===== src/rtl/calc_ctrl_gen.sv =====
// calc_ctrl_gen: signed keypad calculator controller.
// Builds two signed decimal operands from keypad strobes, latches an operator and
// hands the operation to an external execution unit over a start/done handshake.
// Supports sign entry, clear, result chaining, entry saturation, overflow and a
// watchdog on the execution unit. Every output is driven straight from a register.
module calc_ctrl_gen #(
    parameter int WIDTH   = 16,
    parameter int TIMEOUT = 64
) (
    input  logic                    clk,
    input  logic                    nRST,
    input  logic [3:0]              digit_in,
    input  logic                    digit_valid,
    input  logic                    neg_toggle,
    input  logic [2:0]              op_in,
    input  logic                    op_valid,
    input  logic                    equal_in,
    input  logic                    clear_in,
    output logic                    exu_start,
    output logic [1:0]              exu_op,
    output logic signed [WIDTH-1:0] exu_a,
    output logic signed [WIDTH-1:0] exu_b,
    input  logic                    exu_done,
    input  logic signed [WIDTH-1:0] exu_result,
    input  logic                    exu_ovf,
    output logic signed [WIDTH-1:0] display_output,
    output logic                    complete,
    output logic                    error,
    output logic                    busy
);

    // Extended width for mag*10+digit: large enough that the product never wraps.
    localparam int EW = WIDTH + 4;
    localparam int CW = $clog2(TIMEOUT + 1);
    localparam logic [WIDTH-1:0] MAXMAG    = {1'b0, {(WIDTH-1){1'b1}}};
    // The counter holds the number of WAIT cycles already completed, so the
    // TIMEOUT-th cycle is the one where it reads TIMEOUT-1.
    localparam logic [CW-1:0]    LAST_WAIT = CW'(TIMEOUT - 1);

    typedef enum logic [2:0] {
        S_ENTRY_A,
        S_ENTRY_B,
        S_DISPATCH,
        S_WAIT,
        S_RESULT,
        S_ERROR
    } state_t;

    // The single strobe acted on this cycle after priority resolution.
    typedef enum logic [2:0] {
        EV_NONE,
        EV_CLEAR,
        EV_EQUAL,
        EV_OP,
        EV_NEG,
        EV_DIGIT
    } event_t;

    state_t           r_state;
    state_t           w_state_next;
    event_t           w_event;

    // Operands are kept as sign + magnitude while being typed. Magnitudes are
    // WIDTH bits wide so a chained result of -2**(WIDTH-1) still fits.
    logic [WIDTH-1:0] r_mag_a;
    logic [WIDTH-1:0] r_mag_b;
    logic             r_neg_a;
    logic             r_neg_b;
    logic [1:0]       r_op;
    logic [CW-1:0]    r_wait_cnt;

    logic             r_exu_start;
    logic [1:0]       r_exu_op;
    logic [WIDTH-1:0] r_exu_a;
    logic [WIDTH-1:0] r_exu_b;
    logic [WIDTH-1:0] r_display;
    logic             r_complete;
    logic             r_error;
    logic             r_busy;

    logic             w_op_onehot;
    logic [1:0]       w_op_code;
    logic             w_digit_ok;
    logic             w_entry_b;
    logic [WIDTH-1:0] w_cur_mag;
    logic             w_cur_neg;
    logic [EW-1:0]    w_mag_ext;
    logic             w_digit_fits;
    logic [WIDTH-1:0] w_ent_mag_next;
    logic             w_ent_neg_next;
    logic             w_timeout;
    logic [WIDTH-1:0] w_result_abs;

    // Two's complement value of a sign/magnitude pair; a negative zero yields 0.
    function automatic logic [WIDTH-1:0] apply_sign(input logic [WIDTH-1:0] mag,
                                                    input logic             neg);
        return neg ? (~mag + WIDTH'(1)) : mag;
    endfunction

    // Resolve simultaneous strobes: clear > equal > op > neg > digit.
    always_comb begin
        // NOTE: every variable written in a combinational block gets a default
        // first, so no path leaves it unassigned and no latch is inferred.
        w_event = EV_NONE;
        if (clear_in)         w_event = EV_CLEAR;
        else if (equal_in)    w_event = EV_EQUAL;
        else if (op_valid)    w_event = EV_OP;
        else if (neg_toggle)  w_event = EV_NEG;
        else if (digit_valid) w_event = EV_DIGIT;
    end

    // Decode the one-hot keypad operator into the execution unit's encoding.
    always_comb begin
        w_op_onehot = 1'b1;
        w_op_code   = 2'd0;
        case (op_in)
            3'b001:  w_op_code = 2'd0;
            3'b010:  w_op_code = 2'd1;
            3'b100:  w_op_code = 2'd2;
            default: w_op_onehot = 1'b0;
        endcase
    end

    // The operand currently being typed and its saturating decimal shift.
    assign w_entry_b    = (r_state == S_ENTRY_B);
    assign w_cur_mag    = w_entry_b ? r_mag_b : r_mag_a;
    assign w_cur_neg    = w_entry_b ? r_neg_b : r_neg_a;
    assign w_digit_ok   = (digit_in <= 4'd9);
    assign w_mag_ext    = EW'(w_cur_mag) * EW'(10) + EW'(digit_in);
    assign w_digit_fits = (w_mag_ext <= EW'(MAXMAG));
    assign w_timeout    = (r_wait_cnt == LAST_WAIT);
    assign w_result_abs = r_display[WIDTH-1] ? (~r_display + WIDTH'(1)) : r_display;

    // Next value of the operand being typed, given this cycle's strobe.
    always_comb begin
        w_ent_mag_next = w_cur_mag;
        w_ent_neg_next = w_cur_neg;
        if (w_event == EV_DIGIT && w_digit_ok && w_digit_fits)
            w_ent_mag_next = w_mag_ext[WIDTH-1:0];
        if (w_event == EV_NEG)
            w_ent_neg_next = ~w_cur_neg;
    end

    // Next-state logic of the controller.
    always_comb begin
        w_state_next = r_state;
        case (r_state)
            S_ENTRY_A: begin
                if (w_event == EV_OP && w_op_onehot)
                    w_state_next = S_ENTRY_B;
            end
            S_ENTRY_B: begin
                if (w_event == EV_EQUAL)
                    w_state_next = S_DISPATCH;
            end
            S_DISPATCH: w_state_next = S_WAIT;
            S_WAIT: begin
                // A done arriving on the last allowed cycle still wins over the timeout.
                if (exu_done)
                    w_state_next = exu_ovf ? S_ERROR : S_RESULT;
                else if (w_timeout)
                    w_state_next = S_ERROR;
            end
            S_RESULT: begin
                if (w_event == EV_OP && w_op_onehot)
                    w_state_next = S_ENTRY_B;
                else if (w_event == EV_DIGIT && w_digit_ok)
                    w_state_next = S_ENTRY_A;
            end
            S_ERROR: w_state_next = S_ERROR;
            default: w_state_next = S_ENTRY_A;
        endcase
        if (w_event == EV_CLEAR)
            w_state_next = S_ENTRY_A;
    end

    // State register.
    always_ff @(posedge clk or negedge nRST) begin
        // NOTE: sequential state is assigned with <= so every register samples
        // the pre-edge values regardless of block ordering.
        if (!nRST) r_state <= S_ENTRY_A;
        else       r_state <= w_state_next;
    end

    // Operand entry, operator latch and result chaining.
    always_ff @(posedge clk or negedge nRST) begin
        if (!nRST) begin
            r_mag_a <= '0;
            r_mag_b <= '0;
            r_neg_a <= 1'b0;
            r_neg_b <= 1'b0;
            r_op    <= 2'd0;
        end else if (w_event == EV_CLEAR) begin
            r_mag_a <= '0;
            r_mag_b <= '0;
            r_neg_a <= 1'b0;
            r_neg_b <= 1'b0;
            r_op    <= 2'd0;
        end else begin
            case (r_state)
                S_ENTRY_A: begin
                    if (w_event == EV_DIGIT || w_event == EV_NEG) begin
                        r_mag_a <= w_ent_mag_next;
                        r_neg_a <= w_ent_neg_next;
                    end
                    if (w_event == EV_OP && w_op_onehot) begin
                        r_op    <= w_op_code;
                        r_mag_b <= '0;
                        r_neg_b <= 1'b0;
                    end
                end
                S_ENTRY_B: begin
                    if (w_event == EV_DIGIT || w_event == EV_NEG) begin
                        r_mag_b <= w_ent_mag_next;
                        r_neg_b <= w_ent_neg_next;
                    end
                    if (w_event == EV_OP && w_op_onehot)
                        r_op <= w_op_code;
                end
                S_RESULT: begin
                    if (w_event == EV_OP && w_op_onehot) begin
                        // Chain: the displayed result becomes operand A.
                        r_mag_a <= w_result_abs;
                        r_neg_a <= r_display[WIDTH-1];
                        r_op    <= w_op_code;
                        r_mag_b <= '0;
                        r_neg_b <= 1'b0;
                    end else if (w_event == EV_DIGIT && w_digit_ok) begin
                        // Fresh calculation started by typing a digit.
                        r_mag_a <= WIDTH'(digit_in);
                        r_neg_a <= 1'b0;
                        r_mag_b <= '0;
                        r_neg_b <= 1'b0;
                    end
                end
                default: ;
            endcase
        end
    end

    // Execution-unit request: operands and op held from start until the next dispatch.
    always_ff @(posedge clk or negedge nRST) begin
        if (!nRST) begin
            r_exu_start <= 1'b0;
            r_exu_op    <= 2'd0;
            r_exu_a     <= '0;
            r_exu_b     <= '0;
        end else if (w_event == EV_CLEAR) begin
            r_exu_start <= 1'b0;
            r_exu_op    <= 2'd0;
            r_exu_a     <= '0;
            r_exu_b     <= '0;
        end else begin
            r_exu_start <= 1'b0;
            if (r_state == S_ENTRY_B && w_event == EV_EQUAL) begin
                r_exu_start <= 1'b1;
                r_exu_op    <= r_op;
                r_exu_a     <= apply_sign(r_mag_a, r_neg_a);
                r_exu_b     <= apply_sign(r_mag_b, r_neg_b);
            end
        end
    end

    // Watchdog: counts completed WAIT cycles, restarted on every dispatch.
    always_ff @(posedge clk or negedge nRST) begin
        if (!nRST)
            r_wait_cnt <= '0;
        else if (w_event == EV_CLEAR || r_state == S_DISPATCH)
            r_wait_cnt <= '0;
        else if (r_state == S_WAIT)
            r_wait_cnt <= r_wait_cnt + CW'(1);
    end

    // Display and status flags.
    always_ff @(posedge clk or negedge nRST) begin
        if (!nRST) begin
            r_display  <= '0;
            r_complete <= 1'b0;
            r_error    <= 1'b0;
            r_busy     <= 1'b0;
        end else if (w_event == EV_CLEAR) begin
            r_display  <= '0;
            r_complete <= 1'b0;
            r_error    <= 1'b0;
            r_busy     <= 1'b0;
        end else begin
            case (r_state)
                S_ENTRY_A, S_ENTRY_B: begin
                    // Echo the operand being typed; a dropped digit still refreshes it.
                    if ((w_event == EV_DIGIT && w_digit_ok) || w_event == EV_NEG)
                        r_display <= apply_sign(w_ent_mag_next, w_ent_neg_next);
                    if (r_state == S_ENTRY_B && w_event == EV_EQUAL)
                        r_busy <= 1'b1;
                end
                S_WAIT: begin
                    if (exu_done) begin
                        r_busy <= 1'b0;
                        if (exu_ovf) begin
                            r_error   <= 1'b1;
                            r_display <= '0;
                        end else begin
                            r_display  <= exu_result;
                            r_complete <= 1'b1;
                        end
                    end else if (w_timeout) begin
                        r_busy    <= 1'b0;
                        r_error   <= 1'b1;
                        r_display <= '0;
                    end
                end
                S_RESULT: begin
                    if (w_event == EV_OP && w_op_onehot) begin
                        r_complete <= 1'b0;
                    end else if (w_event == EV_DIGIT && w_digit_ok) begin
                        r_complete <= 1'b0;
                        r_display  <= WIDTH'(digit_in);
                    end
                end
                default: ;
            endcase
        end
    end

    assign exu_start      = r_exu_start;
    assign exu_op         = r_exu_op;
    assign exu_a          = r_exu_a;
    assign exu_b          = r_exu_b;
    assign display_output = r_display;
    assign complete       = r_complete;
    assign error          = r_error;
    assign busy           = r_busy;

endmodule


===== config.mk =====
export PLATFORM = sky130hd
export DESIGN_NAME = calc_ctrl_gen
export DESIGN_NICKNAME = d
export VERILOG_FILES = /design/src/rtl/calc_ctrl_gen.sv
export SDC_FILE = /design/constraint.sdc
export NUM_CORES = 1
export LEC_CHECK = 0
export CORE_ASPECT_RATIO = 1.5
export CORE_MARGIN = 3
export CORE_UTILIZATION = 35
export DETAILED_ROUTE_END_ITERATION = 8
export PLACE_DENSITY = 0.56
export SYNTH_ARGS = -nofsm -noshare
export SYNTH_HDL_FRONTEND = slang
export SYNTH_SLANG_ARGS = --single-unit
export TNS_END_PERCENT = 100

===== constraint.sdc =====
create_clock -name clk -period 19.4 [get_ports clk]
set_clock_uncertainty 0.2 [all_clocks]
set_input_delay 1.94 -clock clk [delete_from_list [all_inputs] [get_ports clk]]
set_output_delay 1.94 -clock clk [all_outputs]
set_load 0.01 [all_outputs]

Word-level counts from Yosys, hierarchy flattened
Index checks and enable logic that the tools add are counted.
{"block": "word_totals", "wordCells": 163, "output_inout_bits": 54, "in_bits": 32, "regBits": 100}
{"block": "op_classes", "mul": 1, "reduce_logical": 30, "n_lt_le_gt_ge": 2, "addsub": 6, "n_bitwise": 5, "eq_ne": 27, "n_mux": 77}
{"operator": "$mux W16", "count": 24}
{"operator": "$pmux W16 S3", "count": 2}
{"operator": "$add A16 B1 Y16 const B", "count": 4}
{"operator": "$not A16 Y16", "count": 4}
{"operator": "$mux W3", "count": 12}
{"operator": "$pmux W16 S2", "count": 1}
{"operator": "$mux W1", "count": 25}
{"operator": "$ne A3 B3 Y1 const B", "count": 8}
{"operator": "$add A20 B4 Y20", "count": 1}
{"operator": "$le A20 B15 Y1 const B", "count": 1}
{"operator": "$mul A16 B3 Y19 const B", "count": 1}
{"operator": "$pmux W3 S6", "count": 1}
{"operator": "$eq A3 B2 Y1 const B", "count": 5}
{"operator": "$eq A3 B3 Y1 const B", "count": 5}
{"operator": "$mux W7", "count": 2}
{"operator": "$reduce_and A4 Y1", "count": 3}
{"operator": "$reduce_bool A3 Y1", "count": 4}
{"operator": "$mux W2", "count": 5}
{"operator": "$reduce_bool A2 Y1", "count": 5}
{"operator": "$eq A3 B1 Y1 const B", "count": 3}
{"operator": "$ne A3 B1 Y1 const B", "count": 3}
{"operator": "$reduce_and A3 Y1", "count": 3}
{"operator": "$ne A4 B4 Y1 const B", "count": 2}
{"operator": "$reduce_bool A4 Y1", "count": 2}
{"operator": "14 further kinds", "count": 22}

Logic depth before layout (Yosys ltp)
Gate-level depths: netlist (run 1).
{"block": "logic_depth", "depth_word": 15, "mapped_depth": 28, "ltp_nobuf": 24}

Worst setup path before layout (run 1)
No wires, ideal clock.
{"block": "synth_path", "path_type": "flip-flop to flip-flop", "from": "register r_state[2]", "to": "register r_display[14], in the netlist display_output[14]", "setup_time_ps": 135, "slack_ps": 13009, "stages_incl_launch_ff": 28, "n_path_buf": 4, "arrival_ps": 6056, "required_ps": 19065, "period_less_slack_ps": 6391, "cell_sequence": "dfrtp_1 > buf_2 > or3b_2 > buf_2 > buf_2 > mux2i_1 > inv_1 > ha_1 > ha_1 > fa_1 > a21o_1 > a221oi_2 > xnor2_1 > o211ai_1 > nor3_1 > a31oi_1 > o211a_2 > buf_12 > mux2_4 > inv_1 > ha_1 > inv_1 > nor4_1 > nand2_1 > o21ai_0 > nor3_1 > a31oi_1 > o211ai_1"}
{"block": "synth_via", "elab_chain_len": 13, "elab_cells_between_ends": 26, "classes_between": "2 x add/sub; 1 x mul; 1 x order compare; 7 x eq/ne; 8 x mux; 2 x bitwise; 5 x reduce/logical"}
{"item": "start: declaration", "line_no": "59", "rtl": "state_t r_state;"}
{"item": "start signal: assignment", "line_no": "182", "rtl": "else r_state <= w_state_next;"}
{"item": "$eq A3 B1 Y1", "line_no": "125, 287"}
{"item": "$mux W16", "line_no": "126", "rtl": "assign w_cur_mag = w_entry_b ? r_mag_b : r_mag_a;"}
{"item": "$mul A16 B3 Y19", "line_no": "129", "rtl": "assign w_mag_ext = EW'(w_cur_mag) * EW'(10) + EW'(digit_in);"}
{"item": "$add A20 B4 Y20", "line_no": "129"}
{"item": "$le A20 B15 Y1", "line_no": "130", "rtl": "assign w_digit_fits = (w_mag_ext <= EW'(MAXMAG));"}
{"item": "$logic_and A1 B1 Y1", "line_no": "138", "rtl": "if (w_event == EV_DIGIT && w_digit_ok && w_digit_fits)"}
{"item": "$mux W16", "line_no": "138"}
{"item": "$not A16 Y16", "line_no": "97", "rtl": "return neg ? (~mag + WIDTH'(1)) : mag;"}
{"item": "$add A16 B1 Y16", "line_no": "97"}
{"item": "$mux W16", "line_no": "97"}
{"item": "$mux W16", "line_no": "290", "rtl": "if ((w_event == EV_DIGIT && w_digit_ok) || w_event == EV_NEG)"}
{"item": "$pmux W16 S3", "line_no": "287", "rtl": "case (r_state)"}
{"item": "$mux W16", "line_no": "281", "rtl": "end else if (w_event == EV_CLEAR) begin"}
{"item": "end signal: assignment", "line_no": "291", "rtl": "r_display <= apply_sign(w_ent_mag_next, w_ent_neg_next);"}
{"item": "end signal: assignment", "line_no": "302", "rtl": "r_display <= exu_result;"}
{"item": "end signal: assignment", "line_no": "316", "rtl": "r_display <= WIDTH'(digit_in);"}
{"item": "end: declaration", "line_no": "76", "rtl": "logic [WIDTH-1:0] r_display;"}
Several ways; a longest one is shown, not always the timed one. The select of a mux whose other input is x is not followed.
A chain may end at the register's enable or synchronous reset.

Worst setup path after layout (run 1)
{"block": "layout_path", "from": "register r_state[0]", "to": "register r_display[14], in the netlist display_output[14]"}
Same word-level chain as after synthesis.

==> flow_summary.json, run 1 <==
{
  "status": "completed",
  "finalCritPeriodShare": 0.405,
  "drt_wl_total_mm": 26.4,
  "die-width_um": 130,
  "grt_use_met2": 0.373,
  "synth.area.top_cells": "dfrtp_1 31%, xor2_1 5.3%, o21ai_0 4.4%",
  "yosys_warnings": 0,
  "hold_path.class": "reg2reg",
  "ir_worst_vdd_mv": 0.0388,
  "leakage_nw": 3.97,
  "placed_cells": 1263,
  "clock_latency_ps": 350,
  "synth_area_leader_cell": "dfrtp_1",
  "antenna_left": 0,
  "end_kind": "flip-flop",
  "die_y_um": 192,
  "die-area_um2": 25000,
  "postCtsSetupBuffers": 0,
  "clock-sinks": 100,
  "diodes": 0,
  "startpoint": "r_state[0]$_DFFE_PN0P_",
  "synth_top_area_share": 0.309,
  "startpoint_type": "flip-flop",
  "synth_edf_count": 0,
  "crit_fanout": 21,
  "fmax_mhz": 127,
  "core_area_um2": 22600,
  "grt_max_degree": 84,
  "ys.flop_type": "dfrtp_1",
  "initial_utilization": 0.359,
  "reg2reg_to": "display_output[14]$_DFFE_PN0P_",
  "drcViolationCount": 0,
  "avgSynthCellArea_um2": 8.60,
  "tightest_slew_ps": 985,
  "drive_gt1_frac": 0.0688,
  "crit_path_end": "display_output[14]$_DFFE_PN0P_",
  "area.growth.synth_to_final_pct": 17.2,
  "cts_buffers": 9,
  "ctsResizeCount": 0,
  "postSynthCellCount": 941,
  "gr-usage-all-layers": 0.213,
  "fin_util": 0.421,
  "use_met3": 0.0183,
  "path_class": "reg2reg",
  "antenna_found_initial": 0,
  "wl_per_cell_um": 20.6,
  "fin_setup_tns_ps": 0,
  "clk_pin_slew_ps": 70,
  "r2r_cells": 23,
  "seq_area_frac_synth": 0.309,
  "rr_startpoint": "r_state[0]$_DFFE_PN0P_",
  "first_pass_iters": 5,
  "async_flop_share": 1.00,
  "ys_ff_latch": 100,
  "via_per_inst": 5.88,
  "grt_pass1_wl_mm": 41.8,
  "fin_cells": 1279,
  "grt_overflow": 0,
  "p_per_area_nw_per_um2": 72.5,
  "met1_usage": 0.256,
  "worstPathArrival_ps": 7870,
  "final-setup-viol-count": 0,
  "netlist_area_um2": 8100,
  "relSlewSlack": 0.325,
  "gp_congestion": 0.968,
  "crit_required_ps": 19410,
  "post-dp-hpwl_mm": 20.4,
  "maxSlewViolCount": 0,
  "grt_pass1_vias": 7454,
  "final-hold-violation-count": 0,
  "maxCapViolations": 0,
  "cts_tree": "built",
  "reg2reg_slack_ps": 11540,
  "cts_root_buf": "clkbuf_16",
  "holdBufCountCts": 0,
  "cts.htree.levels": 3,
  "gr-max-usage-layer": "met2",
  "core.rowCount": 67,
  "vias": 7522,
  "finalNetCount": 1059,
  "synthDistinctLibCells": 85,
  "syn-num-nets": 1002,
  "fin_crit_ps": 7860,
  "clockBufferDepth": 2,
  "io_pins": 86,
  "drt_iter0_drc": 685,
  "io_buffer_count": 85,
  "rsz0062_at_grt": "no"
}
-- cells in the final DEF, fill, tap and decap left out, types with 6 or more instances in the layout --
cell type | synthesis | routed
a22oi_1 | 14 | 14
nand4_1 | 10 | 10
a21oi_1 | 40 | 40
and3_1 | 9 | 9
nand2_1 | 72 | 71
mux2i_1 | 26 | 26
nor4_1 | 6 | 6
nor2_1 | 77 | 77
o211ai_1 | 12 | 12
a22o_1 | 18 | 18
a211oi_1 | 16 | 16
clkdlybuf4s50_1 | 0 | 83
nand3_1 | 17 | 17
or3_1 | 12 | 12
a31oi_1 | 10 | 10
clkbuf_16 | 0 | 9
xor2_1 | 49 | 49
nand3b_1 | 31 | 31
o21ai_0 | 71 | 71
nor3_1 | 29 | 29
inv_1 | 27 | 27
or4_1 | 6 | 6
a221oi_1 | 13 | 13
and2_1 | 10 | 10
buf_4 | 0 | 16
a21o_1 | 13 | 13
o22ai_1 | 7 | 7
ha_1 | 27 | 27
nand2b_1 | 6 | 6
xnor2_1 | 39 | 38
nor3b_1 | 6 | 6
dfrtp_1 | 100 | 100
or2_2 | 6 | 6
o31ai_1 | 15 | 15
-- per-layer routing --
metal / vias to the layer above / routed length, µm / share of wire
met5: - / 0 / 0
met4: 0 / 1450 / 0.055
met3: 78 / 1040 / 0.040
met2: 248 / 13200 / 0.50
met1: 3578 / 10700 / 0.41
li1: 3618 / - / -
-- metrics by stage --
stage / power [mW] / instance area, µm² / hold slack (ps) / worst slack, ps
4_1_cts: 0.692 / 9490 / 284 / 11610
3_5_place_dp: 0.496 / 9170 / 260 / 11630
6_report: 0.688 / 9490 / 270 / 11540
2_1_floorplan: 0.409 / 8100 / 235 / 13010
5_1_grt: 0.726 / 9490 / 315 / 10930
3_3_place_gp: 0.494 / 9170 / 259 / 11810
-- power breakdown --
group          total (mW)  switching (mW)  internal [mW]
Sequential          0.235          0.0165          0.218
Combinational       0.259           0.161         0.0979
Clock               0.194          0.0779          0.117
Total               0.688           0.256          0.433
-- critical path, cell delays in order (launching register included) --
cell and delay [ps]:
dfrtp_1 650, or3b_2 750, mux2i_1 550, inv_1 160
ha_1 320, ha_1 250, fa_1 440, a21o_1 220
a221oi_2 410, xnor2_1 280, o211ai_1 290, nor3_1 320
and4_1 260, o211a_2 580, mux2_4 370, inv_1 60
ha_1 180, inv_1 130, nor4_1 630, nand2_1 100
o21ai_0 240, nor3_1 80, a31oi_1 160, o211ai_1 90
-- worst min path at each step --
stage | startpoint | to | slack [ps] | cells after the start
3_3_place_gp | r_op[0]$_DFFE_PN0P_ | exu_op[0]$_DFFE_PN0N_ | 260 | 2
5_1_grt | r_op[1]$_DFFE_PN0P_ | exu_op[1]$_DFFE_PN0N_ | 310 | 2
4_1_cts | r_op[0]$_DFFE_PN0P_ | exu_op[0]$_DFFE_PN0N_ | 280 | 2
3_5_place_dp | r_op[0]$_DFFE_PN0P_ | exu_op[0]$_DFFE_PN0N_ | 260 | 2
2_1_floorplan | r_op[0]$_DFFE_PN0P_ | exu_op[0]$_DFFE_PN0N_ | 230 | 2
6_report | r_op[0]$_DFFE_PN0P_ | exu_op[0]$_DFFE_PN0N_ | 270 | 2
-- sequential cells by signal, summed over array words and instances (netlist names) --
name            flops
busy                1
complete            1
display_output     16
error               1
exu_a              16
exu_b              16
exu_op              2
exu_start           1
r_mag_a            16
r_mag_b            16
r_neg_a             1
r_neg_b             1
r_op                2
r_state             3
r_wait_cnt          7
-- synthesized netlist by cell type (all sizes together), types with 4 or more instances --
master and number:
and2 10, nor3b 6, nand4 10, o211ai 12, or3 12, o22ai 7
ha 27, nor4 7, and3 10, buf 15, nand3b 31, nor4b 4
mux2i 29, or4 6, clkbuf 39, or2 6, a22o 18, nor2 77
o31ai 15, nor2b 4, a21oi 41, a221o 5, a31oi 10, a211oi 18
o41ai 4, mux2 6, nor3 29, o21ai 74, a221oi 15, a21o 14
nand3 17, nand2b 6, dfrtp 100, a211o 4, nand2 72, o21a 5
a22oi 14, xor2 49, inv 27, xnor2 39
-- final cells by class --
type | instances | area [µm²]
clock buffers | 12 | 246
clock inverters | 4 | 72.6
fillers | 2275 | 13100
inverters | 28 | 105
multi-input cells | 759 | 5260
flip-flops and latches | 100 | 2500
well taps | 276 | 345
repair buffers | 100 | 956
-- cell families (layout without fill, tap and decap cells) --
kind of cell / Yosys count / count (layout) / share of synthesized area
compound gates: 291 / 291 / 0.256
xor+xnor: 88 / 88 / 0.0952
fa+ha+maj: 29 / 29 / 0.0467
buf+inv: 82 / 144 / 0.0427
flops: 100 / 100 / 0.309
mux: 35 / 35 / 0.0465
simple gates: 316 / 316 / 0.204
(Power assumes the default switching activity.)
==> run 2: changes to the inputs <==
- clock period: 19.4 -> 8.2 ns (I/O delays scaled with it)
==> run 2 against run 1 <==
- core utilization barely moved
- design area barely moved
- clock power rose by 100%
- first-iteration DRC count fell by 34%
- total power rose by 130%
- clock-buffer cell count did not move
- cell count rose by 0.70%
- sequential cell count did not move
- critical path depth rose by 1
- via count fell by 0.31%
- hold slack got worse by 93 ps
- sequential share of layout area barely moved
==> flow_summary.json, run 2 (synthesis results as in run 1) <==
{
  "final-hold-violation-count": 0,
  "io_buffer_count": 85,
  "grt_pass1_vias": 7703,
  "cts_buffers": 9,
  "grt_max_degree": 92,
  "via_per_inst": 5.82,
  "postCtsSetupBuffers": 0,
  "grt_use_met2": 0.381,
  "crit_fanout": 17,
  "reg2reg_slack_ps": 1000,
  "diodes": 0,
  "clock-sinks": 100,
  "gr-usage-all-layers": 0.217,
  "cts_tree": "built",
  "max_stage_delay_ps": 750,
  "finalCritPeriodShare": 0.878,
  "die-area_um2": 25000,
  "antenna_left": 0,
  "fin_setup_tns_ps": 0,
  "reg2reg_to": "display_output[12]$_DFFE_PN0P_",
  "gp_congestion": 0.933,
  "grt_overflow": 0,
  "place_ws_ps": 1080,
  "wl_per_cell_um": 20.6,
  "path_class": "reg2reg",
  "final_common_cell": "dfrtp_1",
  "first_pass_iters": 5,
  "rr_startpoint": "r_state[0]$_DFFE_PN0P_",
  "core_area_um2": 22600,
  "clock_latency_ps": 360,
  "relSlewSlack": 0.311,
  "fmax_mhz": 139,
  "worstPathArrival_ps": 7280,
  "drt_wl_total_mm": 26.5,
  "gr-max-usage-layer": "met2",
  "holdBufCountCts": 0,
  "initial_utilization": 0.359,
  "layout_setup_ws_ps": 1000,
  "grt_pass1_wl_mm": 42.4,
  "fin_crit_ps": 7200,
  "leakage_nw": 3.99,
  "drcViolationCount": 0,
  "status": "completed",
  "end_kind": "flip-flop",
  "ir_worst_vdd_mv": 0.108,
  "crit_path_end": "display_output[12]$_DFFE_PN0P_",
  "clk_pin_slew_ps": 70,
  "finalNetCount": 1069,
  "p_per_area_nw_per_um2": 165,
  "final-setup-viol-count": 0,
  "vias": 7499,
  "maxSlewViolCount": 0,
  "met1_usage": 0.260,
  "cp_top_family": "simple AND/OR/NAND/NOR gates",
  "n_fill_cell": 2334,
  "io_pins": 86,
  "slowest_stage": "or3b_2",
  "drive_gt1_frac": 0.0761,
  "crit_required_ps": 8280,
  "hold_path.class": "in2async",
  "clockBufferDepth": 2,
  "core.rowCount": 67,
  "layout_common_cells": "100 x dfrtp_1, 83 x clkdlybuf4s50_1, 77 x nor2_1",
  "drt_iter0_drc": 453,
  "post-dp-hpwl_mm": 20.5,
  "cts.htree.levels": 3,
  "maxCapViolations": 0,
  "r2r_cells": 24,
  "crit_chain": "or3b_2 -> mux2i_1 -> inv_1 -> ha_1 -> ha_1 -> fa_1 -> a21o_1 -> a221oi_2 -> xnor2_1 -> o211ai_1 -> nor3_1 -> a31oi_1 -> o211a_2 -> mux2_4 -> inv_1 -> ha_1 -> inv_1 -> nor2_1 -> and3b_1 -> and3_1 -> a21oi_1 -> xnor2_1 -> nand2_1 -> a31oi_1",
  "whs_ps": 178,
  "die_y_um": 192,
  "rsz0062_at_grt": "no",
  "startpoint": "r_state[0]$_DFFE_PN0P_",
  "worst-path-buf-inv": 3,
  "tightest_slew_ps": 1020,
  "antenna_found_initial": 0,
  "ctsResizeCount": 0,
  "area.growth.synth_to_final_pct": 17.3,
  "die-width_um": 130,
  "cp.depth": 24,
  "use_met3": 0.0258,
  "cts_root_buf": "clkbuf_16",
  "startpoint_type": "flip-flop"
}
## run 2: changes by cell type in the layout (fill, tap and decap cells not counted)
cell | previous run | this run
buf_4 | 16 | 26
bufinv_16 | 2 | 0
clkbuf_1 | 2 | 3
clkbuf_8 | 1 | 0
clkinv_2 | 1 | 3
clkinvlp_4 | 1 | 0
## run 2: final cells by class
class	count	area [µm²]	share of cell area
Timing Repair Buffer	110	1030	0.109
Tap cell	276	345	0.0364
Sequential cell	100	2500	0.263
Inverter	28	105	0.0111
Multi-Input combinational cell	759	5260	0.554
Clock buffer	12	236	0.0249
Clock inverter	3	15.0	0.00158
## run 2: how the worst min path moves through the flow
| stage | cells past startpoint | from | slack (ps) | endpoint |
|---|---|---|---|---|
| after global routing | 1 | nRST | 210 | display_output[1]$_DFFE_PN0P_ |
| after detailed placement | 2 | r_op[1]$_DFFE_PN0P_ | 260 | exu_op[1]$_DFFE_PN0N_ |
| after CTS | 1 | nRST | 190 | display_output[2]$_DFFE_PN0P_ |
| final | 1 | nRST | 180 | display_output[2]$_DFFE_PN0P_ |
| after global placement | 2 | r_op[0]$_DFFE_PN0P_ | 260 | exu_op[0]$_DFFE_PN0N_ |
| after floorplan | 2 | r_op[0]$_DFFE_PN0P_ | 230 | exu_op[0]$_DFFE_PN0N_ |
## run 2: power by group
group          switching (mW)  internal, mW  total (mW)
clock                   0.185         0.203       0.388
sequential             0.0389         0.516       0.555
combinational           0.380         0.241       0.620
total                   0.604         0.960        1.56
## run 2: per-stage QoR
| step | area, µm² | total power [mW] | util | cells |
|---|---|---|---|---|
| CTS | 9500 | 1.57 | 0.421 | 1288 |
| global route | 9500 | 1.66 | 0.421 | 1288 |
| detailed placement | 9250 | 1.18 | 0.410 | 1273 |
| global placement | 9250 | 1.18 | 0.410 | 1273 |
| finish | 9500 | 1.56 | 0.421 | 1288 |
| floorplan | 8100 | 0.969 | - | 941 |
## run 2: per-layer routing
metal | part of all wire | up-vias
met1 | 0.41 | 3626
met3 | 0.029 | 58
li1 | - | 3639
met4 | 0.046 | 0
met2 | 0.51 | 176
met5 | 0 | -
==> run 3: changes to the inputs <==
- CAP_MARGIN: unset -> 10
- DONT_BUFFER_PORTS: unset -> 1
- GPL_TIMING_DRIVEN: unset -> 0
- PLACE_DENSITY: 0.56 -> 0.51
==> run 3 against run 2 <==
- cell count decreased by 4.2%
- critical endpoint is now display_output[14]$_DFFE_PN0P_
- sequential share of layout area increased by 2.2 points
- critical path type unchanged
- sequential cell count unchanged
==> flow_summary.json, run 3 (synthesis results as in run 1) <==
{
  "clockBufferDepth": 2,
  "drcViolationCount": 0,
  "status": "completed",
  "n_fill_cell": 2343,
  "die-area_um2": 25000,
  "hold_path.class": "in2async",
  "drive_gt1_frac": 0.0699,
  "grt_use_met2": 0.417,
  "drt_iter0_drc": 417,
  "reg2reg_to": "display_output[14]$_DFFE_PN0P_",
  "cts_buffers": 9,
  "fin_util": 0.389,
  "r2r_cells": 27,
  "layout_common_cells": "100 x dfrtp_1, 77 x nor2_1, 72 x nand2_1",
  "wl_per_cell_um": 22.6,
  "cts.htree.levels": 3,
  "grt_max_degree": 101,
  "startpoint_type": "flip-flop",
  "grt_pass1_wl_mm": 42.5,
  "antenna_left": 0,
  "p_per_area_nw_per_um2": 178,
  "crit_fanout": 10,
  "final-hold-violation-count": 0,
  "die_y_um": 192,
  "end_kind": "flip-flop",
  "via_per_inst": 5.91,
  "die-width_um": 130,
  "core_area_um2": 22600,
  "clock-sinks": 100,
  "final-setup-viol-count": 0,
  "path_class": "reg2reg",
  "tightest_slew_ps": 1070,
  "gp_congestion": 0.856,
  "gr-usage-all-layers": 0.222,
  "design_area_um2": 8770,
  "gr-max-usage-layer": "met2",
  "fmax_mhz": 131,
  "grt_pass1_vias": 7325,
  "cts_tree": "built",
  "maxCapViolations": 0,
  "grt_overflow": 0,
  "leakage_nw": 3.71,
  "placed_cells": 1217,
  "clock_latency_ps": 350,
  "fin_crit_ps": 7620,
  "clk_pin_slew_ps": 80,
  "finalNetCount": 1014,
  "area.growth.synth_to_final_pct": 8.36,
  "antenna_found_initial": 0,
  "worstPathArrival_ps": 7640,
  "io_pins": 86,
  "use_met3": 0.0438,
  "crit_required_ps": 8230,
  "finalCritPeriodShare": 0.929,
  "fin_setup_tns_ps": 0,
  "reg2reg_slack_ps": 580,
  "cts_root_buf": "clkbuf_16",
  "placed_cell_area_um2": 8440,
  "first_pass_iters": 5,
  "fin_cells": 1234,
  "core.rowCount": 67,
  "final_common_cell": "dfrtp_1",
  "maxSlewViolCount": 0,
  "rsz0062_at_grt": "no",
  "power_mw": 1.56,
  "relSlewSlack": 0.283,
  "met1_usage": 0.238,
  "ir_worst_vdd_mv": 0.0869,
  "io_buffer_count": 0,
  "vias": 7294,
  "drt_wl_total_mm": 27.8,
  "postCtsSetupBuffers": 0,
  "rr_startpoint": "r_state[2]$_DFFE_PN0P_",
  "diodes": 0,
  "post-dp-hpwl_mm": 22.2,
  "initial_utilization": 0.359
}
[run 3: report_power, final]
part | total, mW | switching (mW) | leakage, nW | internal, mW
Combinational | 0.568 | 0.367 | 2.18 | 0.201
Sequential | 0.556 | 0.0399 | 1.38 | 0.516
Clock | 0.435 | 0.199 | 0.149 | 0.236
[run 3: how the worst max path moves through the flow]
| stage | start | endpoint | cells after the start |
|---|---|---|---|
| 2_1_floorplan | r_state[2]$_DFFE_PN0P_ | display_output[14]$_DFFE_PN0P_ | 27 |
| 6_report | r_state[2]$_DFFE_PN0P_ | display_output[14]$_DFFE_PN0P_ | 27 |
| 3_3_place_gp | r_state[2]$_DFFE_PN0P_ | display_output[14]$_DFFE_PN0P_ | 24 |
| 5_1_grt | r_state[2]$_DFFE_PN0P_ | display_output[14]$_DFFE_PN0P_ | 27 |
| 3_5_place_dp | r_state[2]$_DFFE_PN0P_ | display_output[14]$_DFFE_PN0P_ | 24 |
| 4_1_cts | r_state[2]$_DFFE_PN0P_ | display_output[14]$_DFFE_PN0P_ | 24 |
[run 3: per-stage QoR]
stage / hold WS [ps] / setup slack [ps]
floorplan: 235 / 1810
detailed placement: 268 / 406
global route: 212 / 65.8
CTS: 221 / 376
finish: 174 / 584
global placement: 262 / 429
[run 3: area by class of cell]
type / count / area, µm² / area share
buffer: 54 / 240 / 0.0274
clock buffer: 9 / 225 / 0.0257
clock inverter: 7 / 67.6 / 0.00770
inverter: 28 / 105 / 0.0120
multi-input combinational: 759 / 5260 / 0.599
sequential: 100 / 2500 / 0.285
tap: 276 / 345 / 0.0394
timing repair buffer: 1 / 27.5 / 0.00314
[run 3: worst max-delay path, cell delays in order, from the launching register on]
cell	delay (ps)
dfrtp_1	360
buf_2	170
or3b_2	460
buf_2	210
buf_2	250
mux2i_1	470
inv_1	170
ha_1	240
ha_1	240
fa_1	430
a21o_1	220
a221oi_2	490
xnor2_1	300
o211ai_1	310
nor3_1	340
a31oi_1	190
o211a_2	350
buf_12	160
mux2_4	340
inv_1	60
ha_1	170
inv_1	150
nor4_2	500
nand2_1	90
o21ai_0	270
nor3_1	80
a31oi_1	150
o211ai_1	90
[run 3: metal layers]
layer | vias up | share of wire
met2 | 175 | 0.53
met5 | - | 0
met1 | 3552 | 0.38
met3 | 44 | 0.046
met4 | 0 | 0.037
li1 | 3523 | -
[run 3: what timing repair did]
action                     in CTS  in global routing
hold buffers                    1                  0
resized for setup               0                  2
hold endpoints to repair      100                  0
setup endpoints to repair       0                  3
==> variant 1, RTL diff (flow settings as in run 3) <==
Make the reset (`nRST`) synchronous in 5 clocked blocks.
--- a/src/rtl/calc_ctrl_gen.sv
+++ b/src/rtl/calc_ctrl_gen.sv
@@ -175,7 +175,7 @@
     end
 
     // State register.
-    always_ff @(posedge clk or negedge nRST) begin
+    always_ff @(posedge clk) begin
         // NOTE: sequential state is assigned with <= so every register samples
         // the pre-edge values regardless of block ordering.
         if (!nRST) r_state <= S_ENTRY_A;
@@ -183,7 +183,7 @@
     end
 
     // Operand entry, operator latch and result chaining.
-    always_ff @(posedge clk or negedge nRST) begin
+    always_ff @(posedge clk) begin
         if (!nRST) begin
             r_mag_a <= '0;
             r_mag_b <= '0;
@@ -239,7 +239,7 @@
     end
 
     // Execution-unit request: operands and op held from start until the next dispatch.
-    always_ff @(posedge clk or negedge nRST) begin
+    always_ff @(posedge clk) begin
         if (!nRST) begin
             r_exu_start <= 1'b0;
             r_exu_op    <= 2'd0;
@@ -262,7 +262,7 @@
     end
 
     // Watchdog: counts completed WAIT cycles, restarted on every dispatch.
-    always_ff @(posedge clk or negedge nRST) begin
+    always_ff @(posedge clk) begin
         if (!nRST)
             r_wait_cnt <= '0;
         else if (w_event == EV_CLEAR || r_state == S_DISPATCH)
@@ -272,7 +272,7 @@
     end
 
     // Display and status flags.
-    always_ff @(posedge clk or negedge nRST) begin
+    always_ff @(posedge clk) begin
         if (!nRST) begin
             r_display  <= '0;
             r_complete <= 1'b0;
Function: differs if nRST is asserted again (counterexample within 4 cycles, from zero or initial values and one cycle with nRST low); with nRST held inactive, the same outputs for 4 cycles.
==> variant 1 against run 3 <==
- sequential cell count unchanged
- synthesized area down 12%
- via count down 7.1%
- largest cell class unchanged
- first-iteration DRC count decreased by 4.6%
- critical path type unchanged
- final area fell by 11%
- setup slack lost 0.087 ns
- wire length down 10%
- final cell count shrank 4.0%
Power is not compared: it rests on default switching activity, and its combinational part moved more than twofold at a synthesized area within 25%.
==> variant 1: results (changes against run 3) <==
placed_design:
  place_hpwl_microns: 20100  # -9.2%
  place_congestion: 0.906  # +5.8%
  placed_area_sq_mm: 0.00745  # -12%
setup_path:
  crit_arrival_ns: 7.73  # +0.09 ns
  ff2ff_path_depth: 24  # -11%
  worstReg2RegStart: "r_state[0]"
  rrSetupSlack_ns: 0.50  # -0.09 ns
  slowest_delay_ns: 0.52  # +0.02 ns
  crit_path_end: "display_output[14]"
  crit_family: "simple AND/OR/NAND/NOR gates"
detailed_routing:
  wl_microns: 25000  # -10%
  drt_iter0_drc: 398  # -4.6%
  via_per_inst: 5.72  # -3.2%
yosys:
  synth.most_common_cell: "nor2_1"
  ys_seq_area_share_pct: 28.1  # -2.8 points
  synth-main-ff-cell: "dfxtp_1"
  synth_compound_area_share_pct: 26.1  # +0.57 points
  synth_fa_ha_area_share_pct: 5.30  # +0.63 points
  muxShareOfSynthArea_pct: 4.69  # +0.034 points
  synth_commonest_cells: "nor2_1, dfxtp_1, nand2_1, a21oi_1, xor2_1"
  synthArstFlopShare_pct: 0  # -100 points
  synthXorXnorAreaFrac_pct: 11.3  # +1.8 points
  synth_nets: 965  # -3.7%
  ys_types: 66  # -22%
finish:
  fin_cells: 1185  # -4.0%
  nFillCells: 2139  # -8.7%
  nNetsFinal: 981  # -3.3%
  layout-drive-gt1-share_pct: 5.51  # -1.5 points
status:
  status: "finished, final reports clean"
sta:
  relSlewSlack_pct: 24.6  # -3.7 points
hold_path:
  hold_path_class: "reg2reg"
-- variant 1: changes by cell type after synthesis, sizes merged, moves of 9 or more --
cell           run 3  this run
a22o              18         0
nor2              77       102
dfrtp            100         0
o21ai             74        45
a22oi             14        38
nor3              29        19
nand3b            31         0
a21oi             41        60
nand2             72        91
a211oi            18        39
a221oi            15         6
dfxtp              0       100
-- variant 1: layer usage --
metal | part of all wire [%] | vias to the layer above | routed length (microns) | track usage [%]
met5 | 0 | - | 0 | 0
met4 | 5.1 | 0 | 1280 | 11.1
met3 | 5.0 | 50 | 1250 | 3.66
met2 | 52 | 199 | 12900 | 40.8
met1 | 38 | 3196 | 9580 | 25.6
li1 | - | 3333 | - | -
-- variant 1: layout make-up --
type	count	area share, %
repair buffers	5	0.481
well taps	260	4.17
clock inverters	7	0.929
inverters	22	1.06
clock buffers	9	2.88
flip-flops and latches	100	25.6
multi-input cells	732	62.3
plain buffers	50	2.53
-- variant 1: stage by stage --
stage | setup slack [ns] | setup TNS [ns] | hold WS, ns
after detailed placement | -0.470 | -1.50 | 0.255
final | 0.497 | 0 | 0.259
after floorplan | 1.65 | 0 | 0.232
after global placement | -0.563 | -2.06 | 0.243
after CTS | 0.00566 | 0 | 0.267
after global routing | 0.127 | 0 | 0.284
-- variant 1: tightest hold or removal path: cells and delay by family (launching register included) --
family | cells | cell delay (ns)
flip-flops | 1 | 0.32
AND/OR/NAND/NOR | 1 | 0.05
AO/OA/AOI/OAI | 1 | 0.05
-- variant 1: worst min-delay path by stage --
stage,end,start,slack [ns],cells after the start
floorplan,r_op[1],r_op[1],0.23,2
global placement,exu_op[0],r_op[0],0.24,2
detailed placement,exu_op[0],r_op[0],0.25,2
CTS,exu_op[0],r_op[0],0.27,2
global route,exu_op[0],r_op[0],0.28,2
finish,exu_op[0],r_op[0],0.26,2
==> variant 2, RTL diff (flow settings as in run 3) <==
Made on the original files. `WIDTH`: 16 -> 32.
--- a/src/rtl/calc_ctrl_gen.sv
+++ b/src/rtl/calc_ctrl_gen.sv
@@ -4,7 +4,7 @@
 // Supports sign entry, clear, result chaining, entry saturation, overflow and a
 // watchdog on the execution unit. Every output is driven straight from a register.
 module calc_ctrl_gen #(
-    parameter int WIDTH   = 16,
+    parameter int WIDTH   = 32,
     parameter int TIMEOUT = 64
 ) (
     input  logic                    clk,
Ports: changed (resized display_output, exu_a, exu_b and exu_result); port bits go from 86 to 150. No check against the original RTL was run, so the function may have changed too.
==> variant 2 against run 3 <==
- total power rose by 59%
- count of clock-buffer cells in the layout is 12 higher
- setup slack worse by 0.20 ns
- critical endpoint is now display_output[26]
- final area increased by 100%
- wire length grew 110%
- synthesized area grew 89%
- critical path depth grew 5
- non-clock buffer count rose by 99
- via count up 98%
- first-iteration DRC count rose by 85%
- final cell count grew 100%
- sequential cell count grew 80
==> variant 2: results (changes against run 3) <==
status:
  status: "finished, final reports clean"
yosys:
  synth_compound_area_share_pct: 23.4  # -2.1 points
  ys_seq_area_share_pct: 29.4  # -1.5 points
  netlist_top_cells_area: "dfrtp_1, xor2_1, o21ai_0"
  synth_fa_ha_area_share_pct: 3.94  # -0.73 points
  synth_commonest_cells: "nand2_1, o21ai_0, dfrtp_1, nor2_1, xor2_1"
  synth_nets: 1948  # +94%
  muxShareOfSynthArea_pct: 5.56  # +0.90 points
  synthXorXnorAreaFrac_pct: 11.0  # +1.4 points
  ys_types: 100  # +18%
placed_design:
  place_hpwl_microns: 48800  # +120%
  place_congestion: 0.945  # +10%
setup_path:
  cp_slowest_cell: "or4_4"
  crit_start: "r_state[1]"
  crit_arrival_ns: 7.92  # +0.28 ns
  reg2reg_to: "display_output[26]"
  slowest_delay_ns: 0.58  # +0.08 ns
  ff2ff_path_depth: 32  # +19%
  rrSetupSlack_ns: 0.38  # -0.20 ns
finish:
  nFillCells: 4452  # +90%
  layout-drive-gt1-share_pct: 13.2  # +6.2 points
  nNetsFinal: 2010  # +98%
pwr:
  p_sw_share_pct: 36.8  # -2.1 points
  leakagePower_nw: 7.13  # +93%
  ir_drop_v: 0.000159  # +83%
global_route:
  grt_pass1_vias: 14700  # +100%
  grt_pass1_wl_microns: 88700  # +110%
  antenna_found_initial: 13  # +13
  grt_max_degree: 181  # +79%
  grt_usage_pct: 25.3  # +3.1 points
clock_tree:
  htree_levels: 4  # +1
  cts_made_buffers: 17  # +8
detailed_routing:
  drt_pass1_iterations: 7  # +2
  drt_iter0_drc: 772  # +85%
  vias: 14500  # +98%
  wl_per_cell_microns: 23.8  # +5.5%
sta:
  tightest_slew_ns: 1.20  # +0.131 ns
## variant 2: cell count changes after synthesis, sizes merged, moves of 20 or more
cell and delta:
o21ai +132, nand3 +37, nand2 +137, a21oi +35, nand3b +24, nor2 +73, mux2i +38, nor4 +20
clkbuf +54, a22oi +34, dfrtp +80, xor2 +72, xnor2 +30
## variant 2: cells by family (layout without fill, tap and decap cells)
group | count (synthesis) | after routing
compound gates | 535 | 535
flops | 180 | 180
simple gates | 674 | 674
mux | 82 | 82
xor+xnor | 190 | 190
fa+ha+maj | 47 | 47
other cells | 0 | 9
buf+inv | 145 | 219
## variant 2: worst max-delay path by stage
| stage | to | depth (start not counted) |
|---|---|---|
| final | display_output[26] | 32 |
| after global routing | display_output[30] | 32 |
| after CTS | display_output[30] | 35 |
| after detailed placement | display_output[30] | 32 |
| after global placement | display_output[30] | 32 |
| after floorplan | display_output[30] | 32 |
## variant 2: what timing repair did
action                                 4_1_cts  5_1_grt
buffers inserted                            27       18
pin swaps                                   16       21
setup endpoints to repair                   70        5
gates resized for setup                     81       64
hold buffers                                 1        0
endpoints found under the hold margin      180        0
gates cloned                                 0        0
## variant 2: power groups by stage
stage	combinational, mW	sequential, mW	clock (mW)
floorplan	0.429	0.961	0
global placement	0.618	0.977	0
detailed placement	0.622	0.978	0
CTS	0.705	0.963	0.789
global route	0.786	0.966	0.821
finish	0.735	0.964	0.781
## variant 2: routing by layer
metal / track usage, % / vias to the layer above / routed length, microns
met3: 4.90 / 137 / 3160
met1: 26.2 / 6960 / 21800
li1: - / 6935 / -
met5: 0 / - / 40
met2: 47.2 / 432 / 31100
met4: 14.5 / 6 / 3590
## variant 2: per-stage QoR
step	power [mW]	hold WS (ns)	instances	cell area, sq um	setup slack, ns
after floorplan	1.39	0.235	1853	15300	0.0183
after global placement	1.60	0.267	2423	16000	-2.33
after detailed placement	1.60	0.280	2424	16100	-2.36
after CTS	2.46	0.257	2481	17200	0.0475
after global routing	2.57	0.239	2500	17700	-0.00772
final	2.48	0.178	2506	17700	0.382
## variant 2: area by class of cell
class	instances	area (sq um)	area share, %
Clock inverter	10	78.8	0.446
Inverter	34	128	0.722
Buffer	107	523	2.96
Timing Repair Buffer	47	373	2.11
Antenna cell	9	22.5	0.127
Clock buffer	21	460	2.61
Sequential cell	180	4510	25.5
Multi-Input combinational cell	1528	10900	61.5
Tap cell	570	713	4.04
